--- config.mk ---
export PLATFORM = sky130hd
export DESIGN_NAME = adc_max10_ctrl
export DESIGN_NICKNAME = d
export VERILOG_FILES = /design/src/rtl/adc_max10_pkg.sv /design/src/rtl/adc_max10_seq.sv /design/src/rtl/adc_max10_ctrl.sv
export SDC_FILE = /design/constraint.sdc
export NUM_CORES = 1
export LEC_CHECK = 0
export CELL_PAD_IN_SITES_DETAIL_PLACEMENT = 1
export CELL_PAD_IN_SITES_GLOBAL_PLACEMENT = 2
export CORE_ASPECT_RATIO = 0.9
export CORE_MARGIN = 4
export CORE_UTILIZATION = 32
export DETAILED_ROUTE_END_ITERATION = 7
export PLACE_DENSITY_LB_ADDON = 0.1
export SLEW_MARGIN = 20
export SYNTH_ARGS = -nofsm -noshare
export SYNTH_HDL_FRONTEND = slang
export SYNTH_HIERARCHICAL = 1
export SYNTH_SLANG_ARGS = --single-unit
--- constraint.sdc ---
create_clock -name CLK -period 3.1 [get_ports CLK]
set_input_delay 0.93 -clock CLK [delete_from_list [all_inputs] [get_ports CLK]]
set_output_delay 0.93 -clock CLK [all_outputs]
set_load 0.01 [all_outputs]
--- src/rtl/adc_max10_pkg.sv ---
// ============================================================================
// adc_max10_pkg : register map, ADCS field positions and sequencer states
// Revision      : 1.0
// ============================================================================
`default_nettype none

package adc_max10_pkg;

  localparam int c_CH_COUNT_DEF   = 9;

  localparam int c_ADDR_ADCS      = 0;
  localparam int c_ADDR_ADMSK     = 1;
  localparam int c_ADDR_ADCD_BASE = 2;

  localparam int c_BIT_EN = 0;
  localparam int c_BIT_SC = 1;
  localparam int c_BIT_TE = 2;
  localparam int c_BIT_IE = 3;
  localparam int c_BIT_IF = 4;

  typedef enum logic [2:0] {
    ST_IDLE   = 3'd0,
    ST_SELECT = 3'd1,
    ST_CMD    = 3'd2,
    ST_RESP   = 3'd3,
    ST_DONE   = 3'd4
  } seq_state_t;

endpackage

`default_nettype wire

--- src/rtl/adc_max10_seq.sv ---
// ============================================================================
// adc_max10_seq : scan FSM issuing one single-beat command per enabled channel
// Revision      : 1.0
// ============================================================================
`default_nettype none

module adc_max10_seq
  import adc_max10_pkg::*;
#(
  parameter int CH_COUNT = c_CH_COUNT_DEF
) (
  input  logic                clk,
  input  logic                rst,
  input  logic                i_start,
  input  logic                i_en,
  input  logic [CH_COUNT-1:0] i_mask,
  input  logic                i_c_ready,
  input  logic                i_r_valid,
  input  logic [11:0]         i_r_data,
  output logic                o_c_valid,
  output logic [4:0]          o_c_channel,
  output logic                o_res_we,
  output logic [4:0]          o_res_idx,
  output logic [11:0]         o_res_data,
  output logic                o_done,
  output logic                o_busy
);

  seq_state_t          r_state;
  logic [CH_COUNT-1:0] r_mask;
  logic [4:0]          r_idx;
  logic                r_c_valid;
  logic [4:0]          r_c_channel;
  logic                r_res_we;
  logic [4:0]          r_res_idx;
  logic [11:0]         r_res_data;
  logic                r_done;
  logic                r_busy;

  logic                w_found;
  logic [4:0]          w_sel;

  // Descending loop so the last hit is the lowest enabled channel >= r_idx.
  always_comb begin
    w_found = 1'b0;
    w_sel   = '0;
    for (int i = CH_COUNT - 1; i >= 0; i--) begin
      if (r_mask[i] && (5'(i) >= r_idx)) begin
        w_found = 1'b1;
        w_sel   = 5'(i);
      end
    end
  end

  always_ff @(posedge clk) begin
    if (rst) begin
      r_state     <= ST_IDLE;
      r_mask      <= '0;
      r_idx       <= '0;
      r_c_valid   <= 1'b0;
      r_c_channel <= '0;
      r_res_we    <= 1'b0;
      r_res_idx   <= '0;
      r_res_data  <= '0;
      r_done      <= 1'b0;
      r_busy      <= 1'b0;
    end else begin
      r_res_we <= 1'b0;
      r_done   <= 1'b0;
      case (r_state)
        ST_IDLE: begin
          if (i_start) begin
            r_mask  <= i_mask;
            r_idx   <= '0;
            r_busy  <= 1'b1;
            r_state <= ST_SELECT;
          end
        end
        ST_SELECT: begin
          if (w_found && i_en) begin
            r_c_valid   <= 1'b1;
            r_c_channel <= w_sel;
            r_idx       <= w_sel;
            r_state     <= ST_CMD;
          end else begin
            r_done  <= 1'b1;
            r_state <= ST_DONE;
          end
        end
        ST_CMD: begin
          if (i_c_ready) begin
            r_c_valid <= 1'b0;
            r_state   <= ST_RESP;
          end
        end
        ST_RESP: begin
          if (i_r_valid) begin
            r_res_we   <= 1'b1;
            r_res_idx  <= r_idx;
            r_res_data <= i_r_data;
            r_idx      <= r_idx + 5'd1;
            r_state    <= ST_SELECT;
          end
        end
        ST_DONE: begin
          r_busy  <= 1'b0;
          r_state <= ST_IDLE;
        end
        default: r_state <= ST_IDLE;
      endcase
    end
  end

  assign o_c_valid   = r_c_valid;
  assign o_c_channel = r_c_channel;
  assign o_res_we    = r_res_we;
  assign o_res_idx   = r_res_idx;
  assign o_res_data  = r_res_data;
  assign o_done      = r_done;
  assign o_busy      = r_busy;

endmodule

`default_nettype wire

--- src/rtl/adc_max10_ctrl.sv ---
// ============================================================================
// adc_max10_ctrl : register-mapped scan controller for the MAX10 modular ADC
// Revision       : 1.0
// ============================================================================
`default_nettype none

module adc_max10_ctrl
  import adc_max10_pkg::*;
#(
  parameter int ADDR_WIDTH = 4,
  parameter int CH_COUNT   = c_CH_COUNT_DEF
) (
  input  logic                  CLK,
  input  logic                  RESET,
  input  logic [ADDR_WIDTH-1:0] read_addr,
  output logic [31:0]           read_data,
  input  logic [ADDR_WIDTH-1:0] write_addr,
  input  logic [31:0]           write_data,
  input  logic                  write_enable,
  output logic                  ADC_C_Valid,
  output logic [4:0]            ADC_C_Channel,
  output logic                  ADC_C_SOP,
  output logic                  ADC_C_EOP,
  input  logic                  ADC_C_Ready,
  input  logic                  ADC_R_Valid,
  input  logic [4:0]            ADC_R_Channel,
  input  logic [11:0]           ADC_R_Data,
  input  logic                  ADC_R_SOP,
  input  logic                  ADC_R_EOP,
  input  logic                  ADC_Trigger,
  output logic                  ADC_Interrupt
);

  logic                r_en;
  logic                r_sc;
  logic                r_te;
  logic                r_ie;
  logic                r_if;
  logic [CH_COUNT-1:0] r_admsk;
  logic [11:0]         r_adcd [CH_COUNT];
  logic                r_trig_d;

  logic                w_wr_adcs;
  logic                w_wr_admsk;
  logic                w_sw_start;
  logic                w_trig_start;
  logic                w_start;
  logic                w_seq_done;
  logic                w_seq_busy;
  logic                w_res_we;
  logic [4:0]          w_res_idx;
  logic [11:0]         w_res_data;
  logic                w_unused;

  assign w_wr_adcs  = write_enable && (write_addr == ADDR_WIDTH'(c_ADDR_ADCS));
  assign w_wr_admsk = write_enable && (write_addr == ADDR_WIDTH'(c_ADDR_ADMSK));

  // A software start uses the EN value carried by the same write.
  assign w_sw_start   = w_wr_adcs && write_data[c_BIT_SC] && write_data[c_BIT_EN];
  assign w_trig_start = ADC_Trigger && !r_trig_d && r_en && r_te;
  assign w_start      = (w_sw_start || w_trig_start) && !w_seq_busy;

  adc_max10_seq #(
    .CH_COUNT (CH_COUNT)
  ) u_seq (
    .clk         (CLK),
    .rst         (RESET),
    .i_start     (w_start),
    .i_en        (r_en),
    .i_mask      (r_admsk),
    .i_c_ready   (ADC_C_Ready),
    .i_r_valid   (ADC_R_Valid),
    .i_r_data    (ADC_R_Data),
    .o_c_valid   (ADC_C_Valid),
    .o_c_channel (ADC_C_Channel),
    .o_res_we    (w_res_we),
    .o_res_idx   (w_res_idx),
    .o_res_data  (w_res_data),
    .o_done      (w_seq_done),
    .o_busy      (w_seq_busy)
  );

  always_ff @(posedge CLK) begin
    if (RESET) begin
      r_en     <= 1'b0;
      r_sc     <= 1'b0;
      r_te     <= 1'b0;
      r_ie     <= 1'b0;
      r_if     <= 1'b0;
      r_admsk  <= '0;
      r_trig_d <= 1'b0;
      for (int i = 0; i < CH_COUNT; i++) begin
        r_adcd[i] <= '0;
      end
    end else begin
      r_trig_d <= ADC_Trigger;
      if (w_wr_adcs) begin
        r_en <= write_data[c_BIT_EN];
        r_te <= write_data[c_BIT_TE];
        r_ie <= write_data[c_BIT_IE];
      end
      if (w_start) begin
        r_sc <= 1'b1;
      end else if (w_seq_done) begin
        r_sc <= 1'b0;
      end
      // Hardware set takes priority over a simultaneous software clear.
      if (w_seq_done) begin
        r_if <= 1'b1;
      end else if (w_wr_adcs && !write_data[c_BIT_IF]) begin
        r_if <= 1'b0;
      end
      if (w_wr_admsk) begin
        r_admsk <= write_data[CH_COUNT-1:0];
      end
      for (int i = 0; i < CH_COUNT; i++) begin
        if (w_res_we && (w_res_idx == 5'(i))) begin
          r_adcd[i] <= w_res_data;
        end
      end
    end
  end

  always_comb begin
    read_data = '0;
    if (read_addr == ADDR_WIDTH'(c_ADDR_ADCS)) begin
      read_data[c_BIT_EN] = r_en;
      read_data[c_BIT_SC] = r_sc;
      read_data[c_BIT_TE] = r_te;
      read_data[c_BIT_IE] = r_ie;
      read_data[c_BIT_IF] = r_if;
    end else if (read_addr == ADDR_WIDTH'(c_ADDR_ADMSK)) begin
      read_data[CH_COUNT-1:0] = r_admsk;
    end else begin
      for (int i = 0; i < CH_COUNT; i++) begin
        if (read_addr == ADDR_WIDTH'(c_ADDR_ADCD_BASE + i)) begin
          read_data[11:0] = r_adcd[i];
        end
      end
    end
  end

  assign ADC_C_SOP     = ADC_C_Valid;
  assign ADC_C_EOP     = ADC_C_Valid;
  assign ADC_Interrupt = r_if && r_ie;

  assign w_unused = ^{ADC_R_Channel, ADC_R_SOP, ADC_R_EOP, write_data};

endmodule

`default_nettype wire

==> flow_metrics.env, run 1 <==
export IMPL_outcome="complete, but fails checks"
export IMPL_violations="setup timing"
export IMPL_regArea_um2=4380
export IMPL_htreeDepth=4
export IMPL_num_rows=53
export IMPL_drtAntennaViolNets=0
export IMPL_routedWlPerCell_um=22.0
export IMPL_synth_top_family_by_area="compound AO/OA/AOI/OAI gates"
export IMPL_worstMarginPinSlew_ns=0.896
export IMPL_peakVddDrop_mv=0.322
export IMPL_worstSetupPathType="input pin to output pin"
export IMPL_vias_per_cell=5.24
export IMPL_synth_cell_type_count=77
export IMPL_clock_sinks=165
export IMPL_overflow=0
export IMPL_start_util_pct=32.8
export IMPL_track_usage_pct=19.4
export IMPL_clock_latency_ns=0.43
export IMPL_hold_viol=0
export IMPL_dieWidth_um=172
export IMPL_synth_edff_count=108
export IMPL_drc=0
export IMPL_grt_max_degree=62
export IMPL_synthMuxAreaShare_pct=3.05
export IMPL_reg2reg_from="u_seq/r_idx[1]"
export IMPL_fmax_ghz=0.306
export IMPL_r2r_cells=8
export IMPL_clock_skew_ns=0.0120
export IMPL_syn_area_per_cell_um2=11.0
export IMPL_r2r_slack_ns=0.43
export IMPL_cp_arrival_ns=2.34
export IMPL_synthSimpleGateAreaFrac_pct=15.5
export IMPL_yosys_register_bits=165
export IMPL_drt_iter0_drc=398
export IMPL_synthToLayoutAreaGrowth_pct=37.4
export IMPL_reg2reg_to="u_seq/r_idx[1]"
export IMPL_min_period_ns=3.27
export IMPL_antennaDiodeCount=0
export IMPL_cts_tree="yes"
export IMPL_synth_ff_type="edfxtp_1"
export IMPL_yosysSeqAreaShare_pct=56.8
export IMPL_die_h_um=155
export IMPL_dp_hpwl_mm=17.5
export IMPL_p_leak_nw=3.99
export IMPL_io_pins=106
export IMPL_dieArea_um2=26700
export IMPL_worstPathRequired_ns=2.17
export IMPL_total_power_mw=5.20
export IMPL_gp_congestion=0.814
export IMPL_dr_pass1_iters=7
export IMPL_synth_compound_area_share_pct=17.6
export IMPL_setup_viol=11
export IMPL_netlist_area_um2=7720
export IMPL_cp_end_kind="output pin"
export IMPL_clk_pin_slew_worst_paths_ns=0.07
export IMPL_core_um2=23500
export IMPL_cts_root_buf="clkbuf_16"
export IMPL_power_per_cell_area_nw_per_um2=491
export IMPL_hold_class="register to register"
export IMPL_dp_slack_ns=-1.09
export IMPL_port_buffers=54
export IMPL_clockBufferDepth=2
export IMPL_setup_slack_ns=-0.168
export IMPL_slew_headroom_pct=39.5
export IMPL_vias=6130
export IMPL_grt_pass1_wl_mm=38.9
export IMPL_synth_cells=705
export IMPL_fin_crit_sh_pct=105
export IMPL_multiInputGateArea_um2=3360
export IMPL_yosys_warnings=6
export IMPL_cp_start_kind="input pin"
export IMPL_async_flop_share_pct=0
export IMPL_crit_path_max_fanout=5
export IMPL_tns_ns=-1.06
export IMPL_nets=923
export IMPL_synth_xor_area_share_pct=0
export IMPL_rsz0062_at_grt="yes"
export IMPL_worstSetupEndpoint="read_data[7]"
export IMPL_synthAdderAreaFrac_pct=0.486
export IMPL_critPathLaunch="read_addr[2]"
export IMPL_postCtsHoldBufs=0
export IMPL_drv_slew=0
export IMPL_drive_gt1_share_pct=31.3
export IMPL_fillers=2504
export IMPL_drv_cap=0
export IMPL_cts_made_buffers=17
export IMPL_routed_wl_mm=25.8
export IMPL_grt_pass1_vias=6448
export IMPL_antenna_found_initial=0
[power breakdown]
part | switching (mW) | leakage, nW | internal (mW) | total, mW
logic | 0.292 | 2.12 | 0.284 | 0.576
registers | 0.0215 | 1.57 | 2.38 | 2.40
clock network | 0.997 | 0.292 | 1.23 | 2.22
total | 1.31 | 3.99 | 3.89 | 5.20
[cell families (layout without fill, tap and decap cells)]
group	count (synthesis)	after routing
mux	23	23
simple gates	226	226
compound gates	196	196
flops	165	165
buf+inv	90	234
other cells	2	21
fa+ha+maj	3	3
[sequential cells by signal, summed over array words and instances (netlist names)]
name               count
r_adcd               108
u_seq/o_res_data      12
r_admsk                9
u_seq/r_mask           9
u_seq/o_res_idx        5
u_seq/r_idx            5
u_seq/o_c_channel      4
u_seq/r_state          3
r_en                   1
r_ie                   1
r_if                   1
r_sc                   1
r_te                   1
r_trig_d               1
u_seq/o_busy           1
u_seq/o_c_valid        1
u_seq/o_done           1
u_seq/o_res_we         1
[stage by stage]
| step | hold WS (ns) | std cells | instance area, um^2 | util (%) |
|---|---|---|---|---|
| after global routing | 0.482 | 1170 | 10600 | 45.1 |
| final | 0.454 | 1170 | 10600 | 45.1 |
| after CTS | 0.455 | 1159 | 10400 | 44.0 |
| after floorplan | 0.426 | 724 | 7790 | - |
| after detailed placement | 0.445 | 1102 | 9050 | 38.4 |
| after global placement | 0.440 | 1102 | 9050 | 38.4 |
[repair_timing]
| action | CTS | global route |
|---|---|---|
| setup buffers | 28 | 13 |
| resized for setup | 178 | 51 |
| pin swaps | 44 | 37 |
| gates cloned | 4 | 1 |
| setup endpoints to repair | 12 | 12 |
[worst max-delay path, stage by stage]
cell      delay (ns)
buf_12          0.11
buf_8           0.12
or3b_4          0.39
buf_6           0.13
o22a_1          0.22
o221ai_2        0.18
o32ai_2         0.10
buf_2           0.15
[cell usage after synthesis, drive strengths merged (6+ instances only)]
cell,n,share of area [%]
clkbuf,22,1.1
a221oi,14,1.6
o21ai,29,1.9
nand3b,11,1.1
o22ai,6,0.49
nand2,81,3.9
dfxtp,57,15
nor2b,13,1.1
a211oi,8,0.78
and2,18,1.5
inv,19,0.92
nor3,12,0.78
buf,48,4.4
mux2i,19,2.5
edfxtp,108,42
nor2,30,1.5
o31ai,8,0.78
or3,6,0.50
nand2b,12,1.1
nand3,9,0.58
a21oi,68,4.4
[worst min path at each step]
stage                          endpoint           startpoint  slack (ns)  depth (start not counted)
floorplan                          r_if         u_seq/o_done        0.43                          2
detailed placement  u_seq/o_res_data[3]  u_seq/o_res_data[3]        0.44                          2
CTS                 u_seq/o_res_data[3]  u_seq/o_res_data[3]        0.46                          2
global route        u_seq/o_res_data[8]  u_seq/o_res_data[8]        0.48                          2
finish              u_seq/o_res_data[3]  u_seq/o_res_data[3]        0.45                          2
global placement    u_seq/o_res_data[0]  u_seq/o_res_data[0]        0.44                          2
[routing by layer]
layer / routed length (um) / global-route usage [%]
met1: 12600 / 28.0
met2: 11700 / 29.6
met3: 991 / 3.46
met4: 599 / 5.92
met5: 0 / 0
[cell type report]
cell class,instances,share of cell area (%)
inverter,19,0.755
sequential,165,41.3
tap,302,3.56
multi-input combinational,469,31.7
clock inverter,15,1.69
clock buffer,17,4.01
timing repair buffer,183,17.0
[layout by cell type (no fill, tap or decap), types with 11 or more instances in the layout]
master and count:
nor3_1 11, inv_1 16, nand3b_1 11, mux2i_1 17, clkdlybuf4s50_1 37, conb_1 21, o21ai_0 14, buf_2 11
buf_12 13, clkbuf_16 17, edfxtp_1 108, buf_4 87, nand2_1 80, dfxtp_1 57, nor2_1 27, and2_1 17
a21oi_2 14, o21ai_1 11, buf_6 28, a21oi_1 54
No activity file was read; power rests on OpenSTA's default activity.
==> run 2, diff against run 1 <==
--- a/config.mk
+++ b/config.mk
@@ -11,7 +11,9 @@
 export CORE_MARGIN = 4
 export CORE_UTILIZATION = 32
 export DETAILED_ROUTE_END_ITERATION = 7
+export HOLD_SLACK_MARGIN = 0.06
 export PLACE_DENSITY_LB_ADDON = 0.1
+export SETUP_SLACK_MARGIN = 0.2
 export SLEW_MARGIN = 20
 export SYNTH_ARGS = -nofsm -noshare
 export SYNTH_HDL_FRONTEND = slang
==> flow_metrics.env, run 2 (synthesis results as in run 1) <==
export IMPL_worstSetupPathType="input pin to output pin"
export IMPL_violations="setup timing"
export IMPL_largest_reg_flops=108
export IMPL_postCtsHoldBufs=0
export IMPL_regMostFlops="r_adcd"
export IMPL_p_int_mw=4.10
export IMPL_worstMarginPinSlew_ns=0.673
export IMPL_cts_made_buffers=17
export IMPL_min_period_ns=3.23
export IMPL_multiInputGateArea_um2=3330
export IMPL_clkPwrFrac_pct=45.0
export IMPL_die_h_um=155
export IMPL_fin_crit_sh_pct=104
export IMPL_crit_buf_inv=7
export IMPL_grt_pass1_wl_mm=40.1
export IMPL_setup_viol=11
export IMPL_crit_path_max_fanout=6
export IMPL_hold_viol=0
export IMPL_outcome="complete, but fails checks"
export IMPL_clk_pin_slew_worst_paths_ns=0.06
export IMPL_worstPathRequired_ns=2.17
export IMPL_clock_sinks=165
export IMPL_track_usage_pct=20.1
export IMPL_cts_tree="yes"
export IMPL_setup_slack_ns=-0.135
export IMPL_crit_chain="buf_12 > buf_12 > clkinvlp_4 > buf_4 > buf_6 > buf_6 > a31oi_4 > nor2_2 > o22ai_2 > buf_2"
export IMPL_final_cell_mix="108 x edfxtp_1, 81 x nand2_1, 68 x buf_4"
export IMPL_clockBufferDepth=2
export IMPL_fmax_ghz=0.309
export IMPL_max_stage_delay_ns=0.20
export IMPL_routedLengthMet1_mm=12.9
export IMPL_dp_hpwl_mm=18.0
export IMPL_clock_skew_ns=0.0143
export IMPL_p_leak_nw=3.90
export IMPL_drtAntennaViolNets=0
export IMPL_routed_wl_mm=26.4
export IMPL_regArea_um2=4390
export IMPL_cp_arrival_ns=2.30
export IMPL_post_route_util_pct=44.4
export IMPL_p_sw_mw=1.28
export IMPL_start_util_pct=32.8
export IMPL_drt_iter0_drc=446
export IMPL_vias=6158
export IMPL_pwr_share_comb_pct=10.3
export IMPL_rsz0062_at_grt="yes"
export IMPL_cts_root_buf="clkbuf_16"
export IMPL_cp_start_kind="input pin"
export IMPL_grt_pass1_vias=6388
export IMPL_swShare_pct=23.8
export IMPL_antennaDiodeCount=0
export IMPL_drv_slew=0
export IMPL_synthToLayoutAreaGrowth_pct=35.4
export IMPL_topRoutingLayerUsed="met4"
export IMPL_peakVddDrop_mv=0.326
export IMPL_wl_met2_mm=12.1
export IMPL_layout_commonest_cell="edfxtp_1"
export IMPL_dr_pass1_iters=5
export IMPL_grt_max_degree=63
export IMPL_drive_gt1_share_pct=28.9
export IMPL_htreeDepth=4
export IMPL_antenna_found_initial=1
export IMPL_dieWidth_um=172
export IMPL_total_power_mw=5.39
export IMPL_power_per_cell_area_nw_per_um2=515
export IMPL_cpLargestDelayFamily="buffers and inverters"
export IMPL_port_buffers=54
export IMPL_io_pins=106
export IMPL_slew_headroom_pct=55.1
export IMPL_drc=0
export IMPL_clock_latency_ns=0.44
export IMPL_core_um2=23500
export IMPL_hold_class="register to register"
export IMPL_cp_end_kind="output pin"
export IMPL_nets=900
export IMPL_drv_cap=0
export IMPL_gp_congestion=0.834
export IMPL_slowest_stage="a31oi_4"
export IMPL_overflow=0
export IMPL_dieArea_um2=26700
export IMPL_met3_length_mm=1.01
export IMPL_num_rows=53
export IMPL_seq_power_share_pct=44.7
export IMPL_routedWlPerCell_um=23.1
export IMPL_vias_per_cell=5.37
export IMPL_hold_slack_ns=0.453
export IMPL_fillers=2493
-- run 2: cell count changes in the layout (fill, tap and decap cells not counted), moves of 4 or more --
cell / before / now
buf_6: 28 / 18
buf_8: 4 / 9
a21oi_2: 14 / 7
a21oi_4: 0 / 5
o21ai_0: 14 / 18
nor3_1: 11 / 7
buf_4: 87 / 68
-- run 2: stage by stage --
stage	worst slack, ns	std cells	instance area (um^2)	TNS [ns]
after global placement	-1.09	1084	8960	-14.26
final	-0.135	1147	10500	-0.925
after global routing	-0.180	1147	10500	-1.35
after floorplan	-0.0243	724	7920	-1.17
after CTS	-0.146	1145	10300	-0.823
after detailed placement	-1.14	1084	8960	-15.51
-- run 2: cell type report --
class                   instances  share of cell area (%)
clock buffers                  17                    4.07
repair buffers                160                    15.6
inverters                      19                   0.754
multi-input cells             469                    31.8
clock inverters                15                    2.26
flip-flops and latches        165                    41.9
well taps                     302                    3.61
-- run 2: final timing paths --
path	startpoint	to	slack (ns)	cells past startpoint
hold reg to reg	u_seq/o_res_data[3]	u_seq/o_res_data[3]	0.45	2
setup / recovery	read_addr[0]	read_data[9]	-0.13	10
hold / removal	u_seq/o_res_data[3]	u_seq/o_res_data[3]	0.45	2
setup reg to reg	u_seq/r_idx[1]	u_seq/r_idx[4]	0.52	9
-- run 2: power by group through the flow --
stage	sequential [mW]	combinational, mW	clock (mW)
after floorplan	2.44	0.244	0
after global routing	2.41	0.591	2.57
final	2.41	0.557	2.42
after global placement	2.45	0.431	0
after CTS	2.40	0.538	2.46
after detailed placement	2.45	0.437	0
-- run 2: what timing repair did --
| action | in CTS | in global routing |
|---|---|---|
| endpoints found under the hold margin | 0 | 0 |
| endpoints found under the setup margin | 16 | 15 |
| gates cloned | 5 | 0 |
| gates resized for setup | 172 | 23 |
| pin swaps | 37 | 20 |
| buffers inserted | 24 | 2 |
-- run 2: layer usage --
metal	vias up	global-route usage, %
li1	2837	-
met1	3146	29.2
met2	142	31.2
met3	33	3.53
met4	0	4.87
met5	-	0
-- run 2: worst reg2reg max path, cell delays in order (launching register included) --
cell and delay [ns]:
dfxtp_2 0.47, inv_1 0.13, ha_1 0.24, nor4bb_1 0.32, a311oi_1 0.15, o21a_1 0.26, o311ai_4 0.42, buf_4 0.24
a2111o_1 0.14, a21oi_1 0.06
